**config.mk**
```make
export PLATFORM = sky130hd
export DESIGN_NAME = fp_mul_sequencer_flat
export DESIGN_NICKNAME = d
export VERILOG_FILES = /design/src/rtl/fp_pkg.sv /design/src/rtl/fp_mul_sequencer_if.sv /design/src/rtl/binary_multiplier.sv /design/src/rtl/fp_mul_sequencer.sv /design/src/flat_wrapper.sv
export SDC_FILE = /design/constraint.sdc
export NUM_CORES = 2
export LEC_CHECK = 0
export CORE_MARGIN = 3
export CORE_UTILIZATION = 45
export DETAILED_ROUTE_END_ITERATION = 10
export DONT_BUFFER_PORTS = 1
export PLACE_DENSITY = 0.65
export SYNTH_ARGS = -nofsm -noshare
export SYNTH_HDL_FRONTEND = slang
export SYNTH_SLANG_ARGS = --single-unit
```
**constraint.sdc**
```tcl
create_clock -name clk -period 7.7 [get_ports clk]
set_clock_uncertainty 0.1 [all_clocks]
set_input_delay 0.77 -clock clk [delete_from_list [all_inputs] [get_ports clk]]
set_output_delay 0.77 -clock clk [all_outputs]
set_load 0.05 [all_outputs]
```
**src/rtl/fp_pkg.sv**
```systemverilog
// Shared definitions for the FP32 multiply sequencer: FSM state encoding, FP32 field widths,
// exponent bias, the canonical quiet NaN, flag bit positions and operand-classification helpers.
package fp_pkg;

  typedef enum logic [2:0] {
    StIdle,
    StMul,
    StNorm,
    StRnd,
    StDone
  } state_e;

  localparam int unsigned ExpW  = 8;
  localparam int unsigned FracW = 23;
  localparam int unsigned MantW = FracW + 1;
  localparam int unsigned ProdW = 2 * MantW;

  localparam int EXP_BIAS = 127;

  localparam logic [31:0] QNAN = 32'h7FC0_0000;

  // Positions within out_flags = {invalid, overflow, underflow, inexact}
  localparam int unsigned FlagInvalid   = 3;
  localparam int unsigned FlagOverflow  = 2;
  localparam int unsigned FlagUnderflow = 1;
  localparam int unsigned FlagInexact   = 0;

  typedef struct packed {
    logic nan;
    logic snan;
    logic inf;
    logic zero;  // true zero or subnormal (subnormals are flushed)
  } fp_class_t;

  function automatic fp_class_t classify(logic [31:0] x);
    fp_class_t c;
    c.nan  = (x[30:23] == 8'hFF) && (x[22:0] != '0);
    c.snan = c.nan && !x[22];
    c.inf  = (x[30:23] == 8'hFF) && (x[22:0] == '0);
    c.zero = (x[30:23] == 8'h00);
    return c;
  endfunction

  // Mantissa with hidden bit; subnormals and zeros collapse to 0.
  function automatic logic [MantW-1:0] mantissa(logic [31:0] x);
    return (x[30:23] == 8'h00) ? '0 : {1'b1, x[22:0]};
  endfunction

endpackage

```
**src/rtl/fp_mul_sequencer_if.sv**
```systemverilog
// Handshake bundle between the operation dispatcher (master), the FP multiply sequencer (slave)
// and the writeback consumer.
//   in_valid/in_ready/in_a/in_b    : operand channel
//   out_valid/out_ready/out_data/out_flags : result channel, flags = {invalid,ovf,unf,inexact}
//   busy                           : sequencer is not idle
interface fp_mul_sequencer_if;
  logic        in_valid;
  logic        in_ready;
  logic [31:0] in_a;
  logic [31:0] in_b;
  logic        out_valid;
  logic        out_ready;
  logic [31:0] out_data;
  logic [3:0]  out_flags;
  logic        busy;

  modport master (
    output in_valid, in_a, in_b, out_ready,
    input  in_ready, out_valid, out_data, out_flags, busy
  );

  modport slave (
    input  in_valid, in_a, in_b, out_ready,
    output in_ready, out_valid, out_data, out_flags, busy
  );
endinterface

```
**src/rtl/binary_multiplier.sv**
```systemverilog
// Shared unsigned 24x24 mantissa multiplier.
//   a, b : 24-bit unsigned operands
//   p    : 48-bit product
module binary_multiplier (
  input  logic [23:0] a,
  input  logic [23:0] b,
  output logic [47:0] p
);
  assign p = {24'b0, a} * {24'b0, b};
endmodule

```
**src/rtl/fp_mul_sequencer.sv**
```systemverilog
// Multi-cycle IEEE-754 single-precision multiply: IDLE latches operands, MUL registers the
// mantissa product, NORM aligns it, RND rounds/packs, DONE holds the result until accepted.
// Ports:
//   clk   : rising-edge clock
//   rst_n : synchronous active-low reset, discards any in-flight operation
//   bus   : fp_mul_sequencer_if.slave (operand/result handshakes, busy)
// Build option: define FPMUL_RNE_EN for round-to-nearest-even; otherwise results are truncated.
module fp_mul_sequencer
  import fp_pkg::*;
(
  input logic               clk,
  input logic               rst_n,
  fp_mul_sequencer_if.slave bus
);

  localparam logic signed [9:0] Bias = 10'(EXP_BIAS);

  state_e state_q, state_d;

  logic              sign_q;
  logic [ExpW-1:0]   ea_q, eb_q;
  logic [MantW-1:0]  ma_q, mb_q;
  fp_class_t         cls_a_q, cls_b_q;
  logic [ProdW-1:0]  prod_q;
  logic signed [9:0] exp_q;
  logic [FracW-1:0]  frac_q;
  logic              guard_q, sticky_q;
  logic [31:0]       out_data_q;
  logic [3:0]        out_flags_q;

  logic [ProdW-1:0]  prod;
  logic              round_up;
  logic [FracW:0]    frac_rnd;
  logic signed [9:0] exp_fin;
  logic              inexact;
  logic [31:0]       res_data;
  logic [3:0]        res_flags;

  binary_multiplier u_mult (
    .a (ma_q),
    .b (mb_q),
    .p (prod)
  );

  // FSM
  always_ff @(posedge clk) begin
    if (!rst_n) begin
      state_q <= StIdle;
    end else begin
      state_q <= state_d;
    end
  end

  always_comb begin
    state_d = state_q;
    unique case (state_q)
      StIdle:  if (bus.in_valid) state_d = StMul;
      StMul:   state_d = StNorm;
      StNorm:  state_d = StRnd;
      StRnd:   state_d = StDone;
      StDone:  if (bus.out_ready) state_d = StIdle;
      default: state_d = StIdle;
    endcase
  end

  // in_ready is gated by rst_n so it reads low throughout reset.
  assign bus.in_ready  = rst_n && (state_q == StIdle);
  assign bus.busy      = (state_q != StIdle);
  assign bus.out_valid = (state_q == StDone);
  assign bus.out_data  = out_data_q;
  assign bus.out_flags = out_flags_q;

  // Rounding and packing
  always_comb begin
`ifdef FPMUL_RNE_EN
    round_up = guard_q && (sticky_q || frac_q[0]);
`else
    round_up = 1'b0;
`endif
    frac_rnd = {1'b0, frac_q} + {{FracW{1'b0}}, round_up};
    // A carry out of the fraction leaves frac_rnd[22:0] at zero and bumps the exponent.
    exp_fin  = exp_q + $signed({9'b0, frac_rnd[FracW]});
    inexact  = guard_q || sticky_q;

    res_data  = '0;
    res_flags = '0;
    if (cls_a_q.nan || cls_b_q.nan) begin
      res_data               = QNAN;
      res_flags[FlagInvalid] = cls_a_q.snan || cls_b_q.snan;
    end else if ((cls_a_q.inf && cls_b_q.zero) || (cls_a_q.zero && cls_b_q.inf)) begin
      res_data               = QNAN;
      res_flags[FlagInvalid] = 1'b1;
    end else if (cls_a_q.inf || cls_b_q.inf) begin
      res_data = {sign_q, 8'hFF, 23'b0};
    end else if (cls_a_q.zero || cls_b_q.zero) begin
      res_data = {sign_q, 31'b0};
    end else if (exp_fin >= 10'sd255) begin
      res_data                = {sign_q, 8'hFF, 23'b0};
      res_flags[FlagOverflow] = 1'b1;
      res_flags[FlagInexact]  = 1'b1;
    end else if (exp_fin <= 10'sd0) begin
      res_data                 = {sign_q, 31'b0};
      res_flags[FlagUnderflow] = 1'b1;
      res_flags[FlagInexact]   = 1'b1;
    end else begin
      res_data               = {sign_q, exp_fin[7:0], frac_rnd[FracW-1:0]};
      res_flags[FlagInexact] = inexact;
    end
  end

  // Datapath registers, one stage per state
  always_ff @(posedge clk) begin
    if (!rst_n) begin
      sign_q      <= 1'b0;
      ea_q        <= '0;
      eb_q        <= '0;
      ma_q        <= '0;
      mb_q        <= '0;
      cls_a_q     <= '0;
      cls_b_q     <= '0;
      prod_q      <= '0;
      exp_q       <= '0;
      frac_q      <= '0;
      guard_q     <= 1'b0;
      sticky_q    <= 1'b0;
      out_data_q  <= '0;
      out_flags_q <= '0;
    end else begin
      unique case (state_q)
        StIdle: begin
          if (bus.in_valid) begin
            sign_q  <= bus.in_a[31] ^ bus.in_b[31];
            ea_q    <= bus.in_a[30:23];
            eb_q    <= bus.in_b[30:23];
            ma_q    <= mantissa(bus.in_a);
            mb_q    <= mantissa(bus.in_b);
            cls_a_q <= classify(bus.in_a);
            cls_b_q <= classify(bus.in_b);
          end
        end
        StMul: begin
          prod_q <= prod;
          exp_q  <= $signed({2'b0, ea_q}) + $signed({2'b0, eb_q}) - Bias;
        end
        StNorm: begin
          if (prod_q[47]) begin
            frac_q   <= prod_q[46:24];
            guard_q  <= prod_q[23];
            sticky_q <= |prod_q[22:0];
            exp_q    <= exp_q + 10'sd1;
          end else begin
            frac_q   <= prod_q[45:23];
            guard_q  <= prod_q[22];
            sticky_q <= |prod_q[21:0];
          end
        end
        StRnd: begin
          out_data_q  <= res_data;
          out_flags_q <= res_flags;
        end
        default: ;
      endcase
    end
  end

endmodule

```
**src/flat_wrapper.sv**
```systemverilog
// flat-port wrapper written by rule: the top's interface ports become plain ports
module fp_mul_sequencer_flat import fp_pkg::*;
  (clk, rst_n, bus_in_valid, bus_in_a, bus_in_b, bus_out_ready, bus_in_ready, bus_out_valid, bus_out_data, bus_out_flags, bus_busy);
  fp_mul_sequencer_if bus_i ();
  input logic clk;
  input logic rst_n;
  input wire logic [$bits(bus_i.in_valid)-1:0] bus_in_valid;
  input wire logic [$bits(bus_i.in_a)-1:0] bus_in_a;
  input wire logic [$bits(bus_i.in_b)-1:0] bus_in_b;
  input wire logic [$bits(bus_i.out_ready)-1:0] bus_out_ready;
  output wire logic [$bits(bus_i.in_ready)-1:0] bus_in_ready;
  output wire logic [$bits(bus_i.out_valid)-1:0] bus_out_valid;
  output wire logic [$bits(bus_i.out_data)-1:0] bus_out_data;
  output wire logic [$bits(bus_i.out_flags)-1:0] bus_out_flags;
  output wire logic [$bits(bus_i.busy)-1:0] bus_busy;
  assign bus_i.in_valid = bus_in_valid;
  assign bus_i.in_a = bus_in_a;
  assign bus_i.in_b = bus_in_b;
  assign bus_i.out_ready = bus_out_ready;
  assign bus_in_ready = bus_i.in_ready;
  assign bus_out_valid = bus_i.out_valid;
  assign bus_out_data = bus_i.out_data;
  assign bus_out_flags = bus_i.out_flags;
  assign bus_busy = bus_i.busy;
  fp_mul_sequencer u_core (.clk(clk), .rst_n(rst_n), .bus(bus_i));
endmodule
```
==> reports/qor.yml <==
status:
  status: "complete, no violations"
yosys:
  synth-main-ff-cell: "dfxtp_1"
  async_flop_share: 0
  ys_seq_elements: 195
  synth_edf_count: 0
  netlist_area_sq_um: 27000
  synth_nets: 3850
  synth_cell_type_count: 74
  synth-adder-area-share: 0.443
  synth_compound_area_frac: 0.100
  synth_cells: 3114
  yosysWarnings: 0
  synthSimpleGateAreaFrac: 0.183
  synth_area_leader_cell: "fa_1"
  synthMuxAreaShare: 0.00963
  synth_seq_area_share: 0.144
  synth_xor_area_frac: 0.0143
  syn_area_per_cell_sq_um: 8.68
  synth_top_area_frac: 0.358
  ys_top_cells_by_count: "566 x inv_1, 483 x fa_1, 422 x nand2_1, 301 x and2_1, 195 x dfxtp_1"
  synth.area.top_cells: "fa_1 36%, dfxtp_1 14%, ha_1 8.6%, inv_1 7.9%, and2_1 7.0%"
  yosysMostFrequentCell: "inv_1"
  synth_top_family_by_area: "adder cells"
timing:
  drv_slew: 0
  worstMarginPinSlew_ns: 1.22
  fmax_mhz: 134
  min_period_over_period: 0.968
  grt_setup_unrepaired: "false"
  slew_headroom: 0.182
  tns_ns: 0
  finalSetupViolCount: 0
  period_minus_slack_ns: 7.45
  hold_violations: 0
run:
  maxCapViolCount: 0
detailed_routing:
  drc: 0
  wl_per_cell_um: 19.2
  viasPerCell: 5.48
  drt-initial-drc-count: 1363
  dr.pass1.iters: 6
  finalWirelength_um: 73100
  drtAntennaViolNets: 0
  vias: 20900
clock_network:
  insertion_delay_ns: 0.49
  cts_tree: "done"
  clock-sinks: 195
  cts_setup_buffers: 0
  clock_path_buffers: 2
  cts_root_buf: "clkbuf_16"
  hold_buffers: 0
  cts.repair.resized: 0
  clk_pin_slew_ns: 0.08
  cts_buffers: 17
  htreeDepth: 4
critical_path:
  crit_required_ns: 7.97
  crit_type: "reg2reg"
  crit_arrival_ns: 7.72
  critPathCaptureType: "register"
  crit_path_start_kind: "register"
  crit_fanout: 17
  reg2reg_depth: 23
placed_design:
  dp.cells: 3777
  hpwl_um: 59600
  gp_congestion: 0.929
  io_buffers: 0
floorplan:
  initial_core_util: 0.456
  dieArea_sq_um: 63000
  die_h_um: 251
  die_w_um: 251
  coreArea_sq_um: 59200
  rows: 89
  ioPinCount: 107
pwr:
  powerDensity_nw_per_um2: 119
  leakagePower_nw: 13.3
  irDropWorstVdd_v: 0.000188
final_layout:
  fin_cells: 3811
  area_delta_synth_final_pct: 5.32
  regArea_sq_um: 3910
  nNetsFinal: 3759
  multiInputGateArea_sq_um: 20300
  fill_cells: 5624
  final_layout_size_suffix_gt1_frac: 0.0471
grt:
  overflow: 0
  antenna_found_initial: 2
  grt_util_all_layers: 0.242
  grt_max_degree: 96
  grt_pass1_wl_um: 121000
  grt_pass1_vias: 22500
min_path:
  hp-class: "in2reg"
  min_path_cells: 2
[worst paths after layout]
path	end	from	slack, ns
worst max-delay path	u_core.prod_q[43]	u_core.mb_q[8]	0.25
worst min-delay path	u_core.ea_q[5]	bus_in_a[28]	0.31
worst max register to register	u_core.prod_q[43]	u_core.mb_q[8]	0.25
worst min register to register	u_core.prod_q[11]	u_core.prod_q[11]	0.35
[layout make-up]
type | instances | share of cell area
Clock buffer | 19 | 0.0156
Clock inverter | 13 | 0.00470
Inverter | 566 | 0.0748
Sequential cell | 195 | 0.137
Timing Repair Buffer | 73 | 0.0197
Tap cell | 773 | 0.0340
Antenna cell | 2 | 0.000176
Multi-Input combinational cell | 2170 | 0.714
[sequential cells by signal, summed over array words and instances (netlist names), 4 cells and up]
signal and cells:
u_core.bus.out_data 32, u_core.bus.out_flags 4, u_core.cls_a_q 4, u_core.cls_b_q 4, u_core.ea_q 8, u_core.eb_q 8
u_core.exp_q 10, u_core.frac_q 23, u_core.ma_q 24, u_core.mb_q 24, u_core.prod_q 48
[through the flow]
step	power, mW	cell area (sq um)	hold WS, ns	worst slack (ns)	util
global route	3.61	28500	0.293	0.00190	0.480
global placement	2.48	27900	0.335	0.104	0.470
finish	3.39	28500	0.314	0.246	0.481
CTS	3.41	28400	0.287	0.118	0.480
detailed placement	2.50	27900	0.342	0.158	0.470
floorplan	2.09	27000	0.326	0.816	-
[power by group]
group          switching, mW  total (mW)  internal [mW]
combinational          0.807        1.27          0.462
sequential             0.136        1.22           1.08
clock                  0.466       0.905          0.439
[metal layers]
layer / global-route usage / part of all wire / wire [um]
met2: 0.421 / 0.50 / 36400
met1: 0.305 / 0.41 / 29600
met3: 0.0381 / 0.059 / 4290
met5: 0 / 0.00018 / 13
met4: 0.0910 / 0.038 / 2780
[critical path, stage by stage, from the launching register on]
cell and delay, ns:
dfxtp_1 0.79, buf_4 0.29, nand2_1 0.08, fa_1 0.49, inv_1 0.05, fa_1 0.49
inv_1 0.05, fa_1 0.46, fa_1 0.52, inv_1 0.05, fa_1 0.49, fa_1 0.49
inv_1 0.05, fa_1 0.49, inv_1 0.04, ha_1 0.43, nand2_1 0.21, nor4_2 0.43
nor3b_1 0.49, o211ai_1 0.25, nand2_1 0.17, o21ai_0 0.17, mux2i_1 0.19, nand2_1 0.06
[cell usage in the layout, fill, tap and decap left out, types with 21 or more instances in the layout]
| cell | count |
|---|---|
| inv_1 | 565 |
| nand2_1 | 421 |
| dfxtp_1 | 189 |
| nor2_1 | 152 |
| nand3_1 | 30 |
| buf_4 | 72 |
| and2_1 | 301 |
| nand4_1 | 24 |
| a22oi_1 | 74 |
| ha_1 | 185 |
| xnor2_1 | 31 |
| o21ai_0 | 67 |
| nor4_1 | 23 |
| a21o_1 | 21 |
| mux2i_1 | 26 |
| a211oi_1 | 32 |
| fa_1 | 483 |
| a21oi_1 | 125 |
[cells by family (layout without fill, tap and decap cells)]
family / Yosys count / count (layout)
buffers and inverters: 749 / 671
and+or+nand+nor: 1020 / 1020
xor gates and xnor gates: 44 / 44
adders and majority gates: 668 / 668
AOI/OAI and AO/OA: 412 / 412
muxes: 26 / 26
DFF: 195 / 195
other: 0 / 2
No activity file was read; power rests on OpenSTA's default activity.
